$ cat src/rtl/id_exe_pipe_reg.sv
// rtl/id_exe_pipe_reg.sv - decode/execute pipeline register with flush, freeze, valid and bubble counter
// Optional macro FWD_SRC_EN registers source register numbers for the forwarding unit.
module id_exe_pipe_reg #(
    parameter int WORD_W = 32,
    parameter int CNT_W  = 16
) (
    input  logic              clk,
    input  logic              rst,
    input  logic              flush,
    input  logic              freeze,
    input  logic              valid_in,
    input  logic              wb_en_in,
    input  logic              mem_r_en_in,
    input  logic              mem_w_en_in,
    input  logic              b_in,
    input  logic              s_in,
    input  logic [3:0]        exe_cmd_in,
    input  logic [WORD_W-1:0] pc_in,
    input  logic [WORD_W-1:0] val_rn_in,
    input  logic [WORD_W-1:0] val_rm_in,
    input  logic              imm_in,
    input  logic [11:0]       shift_operand_in,
    input  logic [23:0]       signed_imm_24_in,
    input  logic [3:0]        dest_in,
    input  logic [3:0]        sr_in,
    input  logic [3:0]        src1_in,
    input  logic [3:0]        src2_in,
    output logic              valid_out,
    output logic              wb_en_out,
    output logic              mem_r_en_out,
    output logic              mem_w_en_out,
    output logic              b_out,
    output logic              s_out,
    output logic [3:0]        exe_cmd_out,
    output logic [WORD_W-1:0] pc_out,
    output logic [WORD_W-1:0] val_rn_out,
    output logic [WORD_W-1:0] val_rm_out,
    output logic              imm_out,
    output logic [11:0]       shift_operand_out,
    output logic [23:0]       signed_imm_24_out,
    output logic [3:0]        dest_out,
    output logic [3:0]        sr_out,
    output logic [3:0]        src1_out,
    output logic [3:0]        src2_out,
    output logic [CNT_W-1:0]  bubble_cnt
);

    logic [CNT_W-1:0] r_bubble_cnt;
    logic [CNT_W-1:0] w_cnt_inc;
    logic             w_load;

    // Saturating increment: stays at all-ones rather than wrapping.
    assign w_cnt_inc  = (r_bubble_cnt == '1) ? r_bubble_cnt : r_bubble_cnt + 1'b1;
    assign w_load     = !flush && !freeze;
    assign bubble_cnt = r_bubble_cnt;

    always_ff @(posedge clk) begin
        if (rst || flush) begin
            valid_out         <= 1'b0;
            wb_en_out         <= 1'b0;
            mem_r_en_out      <= 1'b0;
            mem_w_en_out      <= 1'b0;
            b_out             <= 1'b0;
            s_out             <= 1'b0;
            exe_cmd_out       <= 4'd0;
            pc_out            <= '0;
            val_rn_out        <= '0;
            val_rm_out        <= '0;
            imm_out           <= 1'b0;
            shift_operand_out <= 12'd0;
            signed_imm_24_out <= 24'd0;
            dest_out          <= 4'd0;
            sr_out            <= 4'd0;
        end else if (w_load) begin
            // An invalid slot still carries its datapath fields but no control effects.
            valid_out         <= valid_in;
            wb_en_out         <= wb_en_in    & valid_in;
            mem_r_en_out      <= mem_r_en_in & valid_in;
            mem_w_en_out      <= mem_w_en_in & valid_in;
            b_out             <= b_in        & valid_in;
            s_out             <= s_in        & valid_in;
            exe_cmd_out       <= exe_cmd_in  & {4{valid_in}};
            pc_out            <= pc_in;
            val_rn_out        <= val_rn_in;
            val_rm_out        <= val_rm_in;
            imm_out           <= imm_in;
            shift_operand_out <= shift_operand_in;
            signed_imm_24_out <= signed_imm_24_in;
            dest_out          <= dest_in;
            sr_out            <= sr_in;
        end
    end

    always_ff @(posedge clk) begin
        if (rst) begin
            r_bubble_cnt <= '0;
        end else if (flush || (w_load && !valid_in)) begin
            r_bubble_cnt <= w_cnt_inc;
        end
    end

`ifdef FWD_SRC_EN
    logic [3:0] r_src1;
    logic [3:0] r_src2;

    always_ff @(posedge clk) begin
        if (rst || flush) begin
            r_src1 <= 4'd0;
            r_src2 <= 4'd0;
        end else if (w_load) begin
            r_src1 <= src1_in;
            r_src2 <= src2_in;
        end
    end

    assign src1_out = r_src1;
    assign src2_out = r_src2;
`else
    logic w_unused_src;

    assign w_unused_src = ^{src1_in, src2_in};
    assign src1_out     = 4'd0;
    assign src2_out     = 4'd0;
`endif

endmodule

$ cat config.mk
export PLATFORM = sky130hd
export DESIGN_NAME = id_exe_pipe_reg
export DESIGN_NICKNAME = d
export VERILOG_FILES = /design/src/rtl/id_exe_pipe_reg.sv
export SDC_FILE = /design/constraint.sdc
export NUM_CORES = 1
export LEC_CHECK = 0
export ABC_CLOCK_PERIOD_IN_PS = 3700
export CAP_MARGIN = 20
export CORE_AREA = 2 2 130 132
export CTS_BUF_LIST = sky130_fd_sc_hd__clkbuf_2
export DETAILED_ROUTE_END_ITERATION = 12
export DIE_AREA = 0 0 132 134
export PLACE_DENSITY = 0.91
export REMOVE_ABC_BUFFERS = 1
export SLEW_MARGIN = 20
export SYNTH_ARGS = -nofsm -noshare
export SYNTH_HDL_FRONTEND = slang
export SYNTH_SLANG_ARGS = --single-unit
$ cat constraint.sdc
create_clock -name clk -period 3.7 [get_ports clk]
set_clock_uncertainty 0.1 [all_clocks]
set_input_delay 0.555 -clock clk [delete_from_list [all_inputs] [get_ports clk]]
set_output_delay 0.555 -clock clk [all_outputs]
set_load 0.01 [all_outputs]
* After elaboration in Yosys (flattened, before gate mapping) *
Cells that the tools add are included.

storage, ports and cells
  bits in registers = 167
  logic and storage cells = 33

cells by class
  add/subtract/negate cells = 1
  equal/unequal tests = 1
  bitwise operators = 7
  reduce and logical (&&, ||, !) cells = 8

operators by type and width
  kind                                            number
  adder 16 x 1 -> 16 bit (second input constant)  1
  == test 16 bit (second input constant)          1
  AND 1 bit                                       5
  AND 4 bit                                       1
  zero test 1 bit                                 3
  logical AND 1 bit                               2
  logical OR 1 bit                                2
  AND reduction 2 bit                             1
  inverter 1 bit                                  1

* Logic depth before layout (Yosys ltp) *
Gate-level depths: netlist of the first run.

  word-level depth = 5
  depth in mapped cells = 6
  mapped depth without buffers = 5

* Worst setup path before layout of the first run *
OpenSTA, ideal clock, no wires.

  kind = input to register
  from = input freeze
  to = register r_bubble_cnt[15] (netlist: bubble_cnt[15])
  arrival time = 2078 ps
  data required time = 3477 ps
  slack = 1399 ps
  cell stages on the path = 6
  path buffers = 2
  path through = buf_6 > o21ba_1 > or4_1 > buf_2 > nor4_1 > mux2_1

between the ends
  longest elaborated chain between the ends = 5

RTL lines
  what                           line  text
  start, declared                10    input logic freeze,
  zero test 1 bit                54    assign w_load = !flush && !freeze;
  logical AND 1 bit              54
  logical AND 1 bit              97    end else if (flush || (w_load && !valid_in)) begin
  logical OR 1 bit               97
  AND reduction 2 bit (no line)  n/a
  end signal, assigned           98    r_bubble_cnt <= w_cnt_inc;
  end, declared                  48    logic [CNT_W-1:0] r_bubble_cnt;

Every way passes these cells.
A chain may end at the register's enable or synchronous reset.

* Final worst setup path of the first run *
  from = register r_bubble_cnt[0] (netlist: bubble_cnt[0])
  to = output bubble_cnt[0]

RTL lines
  what           line  text
  end, declared  45    output logic [CNT_W-1:0] bubble_cnt

No word-level cell between the ends.

==> results by group, run 1 <==
Timing
  • Unrepaired setup endpoints after global routing: no
  • Final setup TNS: 0 ns
  • Worst-Margin Slew: 0.824 ns
  • Worst slew margin: 45.0%
  • Endpoints failing setup: 0
  • Setup ws final: 1.22 ns
  • Fin. Hold Viols: 0
  • Highest Clock Rate: 0.403 GHz
  • Hold Slack: 0.214 ns
  • Max-slew violations: 0
  • Fin crit share: 67.1%
  • Min cycle time layout: 2.48 ns

Floorplanning
  • Height of the die: 134 µm
  • Die area: 17700 µm²
  • IO Pins: 338
  • Starting density of the core: 37.7%
  • CORE AREA: 16300 µm²
  • Die X: 132 µm
  • Row Count: 47

Placed design
  • Pre-CTS setup slack: 0.706 ns
  • Area post-placement: 9520 µm²
  • Number of port buffers: 321
  • GPL Wtd Cong: 0.795
  • Post-detail-place hpwl: 13100 µm

Route
  • Drc violations: 0
  • Routed len/inst: 15.6 µm
  • Total Routed Length: 17800 µm
  • First-pass DRT Iterations: 4
  • Initial DRC Count: 248
  • Final ANT Viol Nets: 0
  • Via count: 5449
  • Vias per inst: 4.76

Logic synthesis
  • Post-synthesis mux area share: 23.6%
  • Post-Syn Area: 6140 µm²
  • Avg Inst Size Synth: 10.1 µm²
  • Largest family of logic cells by synthesized area: multiplexers
  • Post-Synth XOR/XNOR Area: 0%
  • Ys Warns: 0
  • Yosys cell types: 30
  • Synth Instances: 609
  • Fraction of the mapped netlist area in adder cells: 0.204%
  • Sequential area share after synthesis: 54.5%
  • Post-synthesis simple-gate area fraction: 14.6%
  • Synth Area in Compound Gates: 3.45%
  • Async set or reset register ratio after synthesis: 0%
  • Post-synth EDFFs: 0
  • Flops & latches, synth: 167
  • Most used DFF post-synth: dfxtp_1

Worst setup path
  • Crit-path cells: clkdlybuf4s50_1
  • Kind of critical path: flip-flop to output pin
  • Startpoint Class: flip-flop
  • Crit path buf inv count: 1
  • Worst Setup SP: bubble_cnt[0]
  • Arr. time, crit path: 1.83 ns
  • Crit path capture type: output pin
  • Critical path's largest stage delay: 0.60 ns
  • Crit path required time: 3.04 ns
  • RR Endpoint: bubble_cnt[5]
  • R2R depth: 6
  • Slowest CP cell: clkdlybuf4s50_1
  • Critical path peak fanout: 6
  • Critical Path End: bubble_cnt[0]
  • Critical Path Stages: 1
  • R2r startpoint: bubble_cnt[0]
  • Top Family by Delay on Critical Path: buffers and inverters
  • Flop-to-flop setup slack: 1.27 ns

CTS
  • Hold_buf cts: 0
  • Setup Fix Bufs, Post-CTS: 0
  • Post-CTS sizing: 0
  • CTS tree: built
  • Root buffer cell: clkbuf_2
  • Clk buf depth: 2
  • Worst-Skew Late Latency: 0.72 ns
  • Reg clk slew, reported paths: 0.26 ns
  • H-Tree Depth: 4
  • CTS sink count: 167
  • CTS buffer count: 17

GRT
  • First-pass GRT wire length: 27600 µm
  • Number of global-route vias before repair: 5294
  • Largest net degree at the start of global routing: 113
  • Remaining Overflow, GRT: 0
  • Initial antenna violation count: 1
  • GRT Resource Usage Total: 19.6%

Pwr
  • Pwr Density: 341 nW/µm²
  • Static Leak: 3.86 nW
  • VDD IR max: 0.000181 V
  • Overall power: 3.32 mW

Min path
  • Hold Crit Class: primary input to flip-flop

Status
  • Status: completed

Flow run
  • Max-cap violations: 0

Cells and area
  • Layout area overhead: 58.6%
  • Fin nets: 1077
  • Number of fillers in the final layout: 1363
  • # diodes: 0
  • Design area: 9730 µm²
  • Fraction of layout cells with a size suffix above 1: 4.43%
## power breakdown
group	switching [mW]	internal [mW]	leakage [nW]
clock network	0.666	0.253	0.117
logic	0.199	0.319	2.39
registers	0.0300	1.86	1.36
## layout make-up
cell class	count	area [µm²]	area share, %
inverters	1	3.75	0.0386
multi-input cells	399	2600	26.7
repair buffers	327	3300	33.9
clock buffers	19	95.1	0.977
clock inverters	12	119	1.22
flip-flops and latches	167	3340	34.3
well taps	220	275	2.83
## state kept, by name, summed over array words and instances, names as in the netlist
register and flops:
pc_out 32, imm_out 1, s_out 1, shift_operand_out 12
dest_out 4, bubble_cnt 16, mem_w_en_out 1, exe_cmd_out 4
wb_en_out 1, val_rm_out 32, val_rn_out 32, mem_r_en_out 1
valid_out 1, signed_imm_24_out 24, sr_out 4, b_out 1
## Yosys cell counts (2+ instances only)
| cell | instances | area (µm²) |
|---|---|---|
| dfxtp_1 | 167 | 3340 |
| nor2_1 | 146 | 548 |
| mux2i_1 | 141 | 1410 |
| clkbuf_1 | 35 | 131 |
| a21oi_1 | 22 | 110 |
| nand2_1 | 18 | 67.6 |
| nand3_1 | 14 | 70.1 |
| buf_4 | 8 | 60.1 |
| or4_1 | 8 | 60.1 |
| o31ai_1 | 7 | 52.6 |
| nor4_1 | 5 | 31.3 |
| or3_1 | 5 | 31.3 |
| buf_1 | 4 | 15.0 |
| nand4_1 | 4 | 25.0 |
| o21ai_1 | 4 | 20.0 |
| mux2_1 | 3 | 33.8 |
| nor2b_1 | 3 | 18.8 |
| or2_1 | 2 | 12.5 |
| or3b_1 | 2 | 17.5 |
## cells by family after synthesis
logic type,Yosys count
DFF,167
other,1
buffers and inverters,50
AOI/OAI and AO/OA,37
muxes,144
and+or+nand+nor,209
adders and majority gates,1
## per-layer routing
layer	share of wire [%]	global-route usage, %
met1	39	21.5
met2	51	34.5
met3	7.7	7.18
met4	2.6	7.79
met5	0.073	0
## stage by stage
stage          std cells  utilization, %
6_report            1145            59.8
5_1_grt             1145            59.8
3_5_place_dp        1114            58.4
4_1_cts             1145            59.8
3_3_place_gp        1114            58.4
2_1_floorplan        567               -
## placed cells by master, fill, tap and decap left out, types with 8 or more instances in the layout
| cell type | netlist | layout |
|---|---|---|
| clkdlybuf4s50_1 | 0 | 320 |
| nand3_1 | 14 | 14 |
| nand2_1 | 18 | 18 |
| conb_1 | 1 | 8 |
| clkbuf_2 | 0 | 19 |
| mux2i_1 | 141 | 141 |
| dfxtp_1 | 167 | 167 |
| nor2_1 | 146 | 146 |
| or4_1 | 8 | 8 |
| a21oi_1 | 22 | 22 |
## worst min path at each step
stage / startpoint / depth (start not counted) / slack (ns) / to
CTS: freeze / 3 / 0.11 / signed_imm_24_out[12]
detailed placement: valid_out / 2 / 0.35 / valid_out
finish: freeze / 3 / 0.21 / shift_operand_out[0]
floorplan: b_out / 2 / 0.38 / b_out
global placement: s_out / 2 / 0.34 / s_out
global route: freeze / 3 / 0.12 / shift_operand_out[11]
Power figures use the tool's default switching activity.
==> run 2, diff against run 1 <==
--- a/config.mk
+++ b/config.mk
@@ -5,13 +5,13 @@
 export SDC_FILE = /design/constraint.sdc
 export NUM_CORES = 1
 export LEC_CHECK = 0
-export ABC_CLOCK_PERIOD_IN_PS = 3700
+export ABC_CLOCK_PERIOD_IN_PS = 2000
 export CAP_MARGIN = 20
-export CORE_AREA = 2 2 130 132
+export CORE_MARGIN = 1
+export CORE_UTILIZATION = 36
 export CTS_BUF_LIST = sky130_fd_sc_hd__clkbuf_2
 export DETAILED_ROUTE_END_ITERATION = 12
-export DIE_AREA = 0 0 132 134
-export PLACE_DENSITY = 0.91
+export PLACE_DENSITY = 0.9
 export REMOVE_ABC_BUFFERS = 1
 export SLEW_MARGIN = 20
 export SYNTH_ARGS = -nofsm -noshare
==> constraint.sdc (replaced) <==
create_clock -name clk -period 2 [get_ports clk]
set_clock_uncertainty 0.1 [all_clocks]
set_input_delay 0.3 -clock clk [delete_from_list [all_inputs] [get_ports clk]]
set_output_delay 0.3 -clock clk [all_outputs]
set_load 0.01 [all_outputs]
==> run 2 against run 1 <==
  * The flow now finishes with violations (setup timing)
  * Routed wire length is 30% higher
  * Register-to-register slack worse by 1.3 ns
  * Highest routed layer is now met4
  * Flip-flop and latch count unchanged
  * Global-route usage rose by 5.6 points
  * Sequential power grew 85%
==> results by group, run 2 (same netlist as run 1, synthesis figures left out) <==
Worst setup path
  • Crit path required time: 2.52 ns
  • R2R depth: 7
  • Arr. time, crit path: 2.60 ns
  • Startpoint Class: flip-flop
  • Flop-to-flop setup slack: -0.08 ns
  • Kind of critical path: flip-flop to flip-flop
  • R2r startpoint: bubble_cnt[1]
  • Crit path capture type: flip-flop
  • Critical path peak fanout: 3
  • RR Endpoint: bubble_cnt[10]

Pwr
  • Clock Power Share: 27.9%
  • Pwr Density: 571 nW/µm²
  • Overall power: 6.49 mW
  • Int Pwr: 4.65 mW
  • Sequential share of power: 53.9%
  • VDD IR max: 0.000418 V
  • Static Leak: 5.41 nW
  • Sw power: 1.84 mW
  • Sw Share: 28.4%
  • Combinational power share: 18.3%

CTS
  • Worst-Skew Late Latency: 0.69 ns
  • CTS sink count: 167
  • Root buffer cell: clkbuf_2
  • Clk buf depth: 2
  • CTS buffer count: 17
  • H-Tree Depth: 4
  • CTS tree: built
  • Reg clk slew, reported paths: 0.28 ns

Timing
  • Endpoints failing setup: 2
  • Worst-Margin Slew: 0.793 ns
  • Highest Clock Rate: 0.481 GHz
  • Fin. Hold Viols: 0
  • Worst slew margin: 47.2%
  • Setup ws final: -0.0788 ns
  • Fin crit share: 104%
  • Unrepaired setup endpoints after global routing: yes
  • Min cycle time layout: 2.08 ns
  • Final setup TNS: -0.118 ns
  • Max-slew violations: 0

Floorplanning
  • Die X: 133 µm
  • IO Pins: 338
  • Height of the die: 133 µm
  • CORE AREA: 16600 µm²
  • Starting density of the core: 37.0%
  • Row Count: 47
  • Die area: 17600 µm²

Cells and area
  • Largest regs: pc_out (32), val_rm_out (32), val_rn_out (32)
  • Number of fillers in the final layout: 1117
  • Fin nets: 1244
  • Layout area overhead: 85.1%
  • Core Util, Final: 68.5%
  • Commonest non-fill, non-tap cell in the layout: dlygate4sd2_1
  • Non-Filler Instances: 1314
  • Most frequent cells in the layout: dlygate4sd2_1, clkdlybuf4s50_1, nor2_1, mux2i_1, dlygate4sd3_1
  • Multi-input gate area: 2660 µm²
  • Fraction of layout cells with a size suffix above 1: 20.4%
  • Sequential cell area: 3520 µm²

Route
  • Routed len/inst: 17.7 µm
  • Initial DRC Count: 245
  • Drc violations: 0
  • Total Routed Length: 23200 µm
  • Final ANT Viol Nets: 0
  • First-pass DRT Iterations: 4
  • Vias per inst: 4.90
  • Via count: 6444

GRT
  • GR peak layer: met2
  • Remaining Overflow, GRT: 0
  • Largest net degree at the start of global routing: 107
  • GRT Resource Usage Total: 25.2%
  • Number of global-route vias before repair: 6638
  • Initial antenna violation count: 1
  • GR Util met2: 47.5%
  • First-pass GRT wire length: 34800 µm
  • Global routing met3 resource utilization: 6.82%
  • Grt met1 use: 25.7%

Min path
  • Hold endpoint: val_rn_out[14]
  • Hold wc startpoint: val_rn_in[14]
  • Hold Crit Class: primary input to flip-flop
  • WHS Path Cells: 3

Placed design
  • Number of port buffers: 321
  • Dpl cells: 1134
  • Post-detail-place hpwl: 12800 µm
  • GPL Wtd Cong: 0.795

Status
  • Status: finished with violations
  • Failing checks: setup timing

Flow run
  • Max-cap violations: 0
[run 2: cell count changes in the layout (fill, tap and decap cells not counted), moves of 5 or more]
| cell | delta |
|---|---|
| buf_4 | +34 |
| dfxtp_2 | +125 |
| dfxtp_4 | +5 |
| dfxtp_1 | -130 |
| dlygate4sd2_1 | +162 |
| dlygate4sd3_1 | +129 |
| clkdlybuf4s50_1 | -167 |
[run 2: final cells by class]
cell class	instances	share of cell area, %
Antenna cell	1	0.0220
Clock buffer	17	0.749
Clock inverter	15	1.28
Inverter	1	0.0331
Multi-Input combinational cell	399	23.4
Sequential cell	167	31.0
Tap cell	220	2.42
Timing Repair Buffer	494	41.1
[run 2: how the worst max path moves through the flow]
stage,start,endpoint,slack (ns)
final,bubble_cnt[1],bubble_cnt[10],-0.08
after global routing,bubble_cnt[1],bubble_cnt[5],-0.18
after CTS,bubble_cnt[6],bubble_cnt[6],0.002
after detailed placement,flush,bubble_cnt[15],-0.50
after global placement,valid_in,bubble_cnt[15],-0.45
after floorplan,rst,dest_out[0],-1.14
[run 2: power groups by stage]
stage,sequential (mW),combinational [mW],clock (mW)
after floorplan,3.60,0.264,0
after global placement,3.54,0.970,0
after detailed placement,3.55,0.984,0
after CTS,3.49,1.12,1.84
after global routing,3.51,1.25,2.03
final,3.50,1.19,1.81
[run 2: worst max-delay path, cell delays in order, from the launching register on]
cell,delay [ns]
dfxtp_2,0.41
buf_6,0.11
ha_4,0.13
nand4_1,0.13
buf_4,0.18
or3_4,0.38
or4_4,0.43
a21oi_2,0.14
[run 2: routing by layer]
metal  wire length (µm)  share of wire, %
met1               8540                37
met2              12300                53
met3               1390               6.0
met4                988               4.3
met5                  0                 0
[run 2: per-stage QoR]
step / hold slack [ns] / setup WS, ns / area [µm²]
after floorplan: 0.269 / -1.14 / 5940
after global placement: 0.337 / -0.450 / 9680
after detailed placement: 0.348 / -0.501 / 9680
after CTS: 0.000610 / 0.00216 / 11200
after global routing: 0.000677 / -0.175 / 11400
final: 0.128 / -0.0788 / 11400
[run 2: timing repair]
action                                  CTS  global route
hold buffers                            115            14
setup buffers                            14             3
gates cloned                              0             1
endpoints found under the hold margin   115            14
pin swaps                                 2             3
endpoints found under the setup margin  170            20
resized for setup                       304            22
==> variant: new RTL, config.mk and constraints of run 2 <==
Build with the macro `FWD_SRC_EN` defined.
--- a/src/rtl/id_exe_pipe_reg.sv
+++ b/src/rtl/id_exe_pipe_reg.sv
@@ -2,2 +2,4 @@
 // Optional macro FWD_SRC_EN registers source register numbers for the forwarding unit.
+`define FWD_SRC_EN
+
 module id_exe_pipe_reg #(
Check against the original RTL: not equivalent (Yosys sat finds a counterexample within 4 cycles, from zero or initial values and one cycle with rst high).
==> variant against run 2 <==
Critical path depth increased by 2; highest routed layer unchanged; wire length increased by 2.3%; sequential cell count increased by 8; total power increased by 8.2%; sequential share of layout area increased by 0.39 points; via count increased by 3.5%; hold slack got worse by 0.035 ns; worst setup slack improved by 0.10 ns; synthesized area increased by 3.8%; global-route usage decreased by 0.41 points; count of clock-buffer cells in the layout increased by 1; cell area increased by 3.8%; critical path type unchanged.
==> variant: results <==
metrics = {
    "run_status": {
        "status": "finished, final reports clean",
    },
    "route": {
        "dr.pass1.iters": 7,
        "viasPerCell": 4.93,
        "wl_mm": 23.8,
        "dr.first_iter.drc_count": 316,
    },
    "synth": {
        "yosys_warnings": 0,
        "ys_seq_area_share_pct": 55.0,
        "synth_common_cells": "175 x dfxtp_1, 154 x nor2_1, 149 x mux2i_1",
        "synth-async-reset-ratio_pct": 0,
        "synthTopCellsByArea": "dfxtp_1 55%, mux2i_1 23%, nor2_1 9.1%",
        "ys_types": 33,
    },
    "global_routing": {
        "track_usage_pct": 24.8,
        "grt_max_degree": 129,
        "grt_pass1_wl_mm": 35.1,
        "antenna_found_initial": 2,
        "grt_pass1_vias": 6985,
    },
    "clock_network": {
        "cts_buffer_depth": 2,
        "clock_latency_ns": 0.72,
        "root_buffer": "clkbuf_2",
        "cts_max_level": 4,
        "cts-buffers-inserted": 17,
        "path_clk_slew_ns": 0.27,
    },
    "finish": {
        "fill_cells": 1149,
        "drive_gt1_share_pct": 21.9,
        "reg.largest.list": "pc_out x32, val_rm_out x32, val_rn_out x32",
        "final_net_count": 1278,
    },
    "critical_path": {
        "crit_fanout": 8,
        "arrival_ns": 2.54,
        "critPathMaxStageDelay_ns": 0.40,
        "startpoint": "bubble_cnt[0]",
        "slowest_stage": "dfxtp_4",
    },
    "pwr": {
        "ir_drop_uv": 458,
        "p_leak_nw": 5.63,
    },
    "placement": {
        "dp_hpwl_mm": 14.0,
        "io_buffers": 337,
        "post-place-ws_ns": -0.415,
        "gp_congestion": 0.869,
    },
    "sta": {
        "relSlewSlack_pct": 33.9,
    },
    "min_path": {
        "hold_start": "val_rm_in[20]",
        "hold_class": "primary input to flop",
    },
    "die": {
        "start_util_pct": 36.8,
    },
}
## variant: cell count changes after synthesis, moves of 4 or more
cell	run 2	this run
or4_1	8	2
mux2i_1	141	149
nor2_1	146	154
buf_4	8	0
or3_1	5	9
dfxtp_1	167	175
o31ai_1	7	3
## variant: area by class of cell
type	count	area [sq um]	area share, %
diodes	2	5.00	0.0425
clock buffers	18	90.1	0.764
clock inverters	14	203	1.72
inverters	2	7.51	0.0637
multi-input cells	411	2740	23.2
flip-flops and latches	175	3700	31.4
well taps	225	282	2.39
repair buffers	507	4760	40.4
## variant: kinds of logic after synthesis
family	after synthesis	synth area share, %
compound gates	45	4.28
mux	149	23.4
simple gates	216	14.3
buf+inv	44	2.75
flops	175	55.0
fa+ha+maj	1	0.196
## variant: per-stage QoR
step,area (sq um),utilization (%),std cells,TNS (ns)
after CTS,11700,67.6,1346,0
after global placement,10200,59.2,1191,-2.38
after detailed placement,10200,59.2,1191,-2.79
after floorplan,6200,-,588,-201.74
after global routing,11800,68.1,1354,-0.113
final,11800,68.1,1354,0
## variant: final timing paths
path	endpoint	slack (ns)	cells past startpoint
setup reg to reg	bubble_cnt[3]	0.02	9
hold reg to reg	mem_w_en_out	0.38	2
hold / removal	val_rm_out[20]	0.09	3
setup / recovery	bubble_cnt[3]	0.02	9
## variant: layer usage
metal  share of wire, %  wire length (microns)  global-route usage [%]
met5                  0                      0                       0
met4                3.8                    914                    13.1
met3                7.4                   1760                    7.88
met2                 52                  12300                    44.8
met1                 37                   8820                    25.6
## variant: what timing repair did
item | in CTS | in global routing
endpoints found under the hold margin | 106 | 4
gates resized for setup | 324 | 15
pin swaps | 1 | 7
setup buffers | 21 | 2
setup endpoints to repair | 177 | 11
hold buffers | 102 | 4
## variant: critical path, delay by kind of cell (launching register included)
kind	cells	cell delay [ns]
buffers and inverters	4	0.62
and+or+nand+nor	3	0.50
DFF	1	0.40
adders and majority gates	1	0.20
AOI/OAI and AO/OA	1	0.13
## variant: where the power goes
part,switching [mW],internal (mW),total (mW)
Sequential,0.0571,3.60,3.66
Clock,1.30,0.851,2.15
Combinational,0.469,0.739,1.21
Total,1.83,5.19,7.02
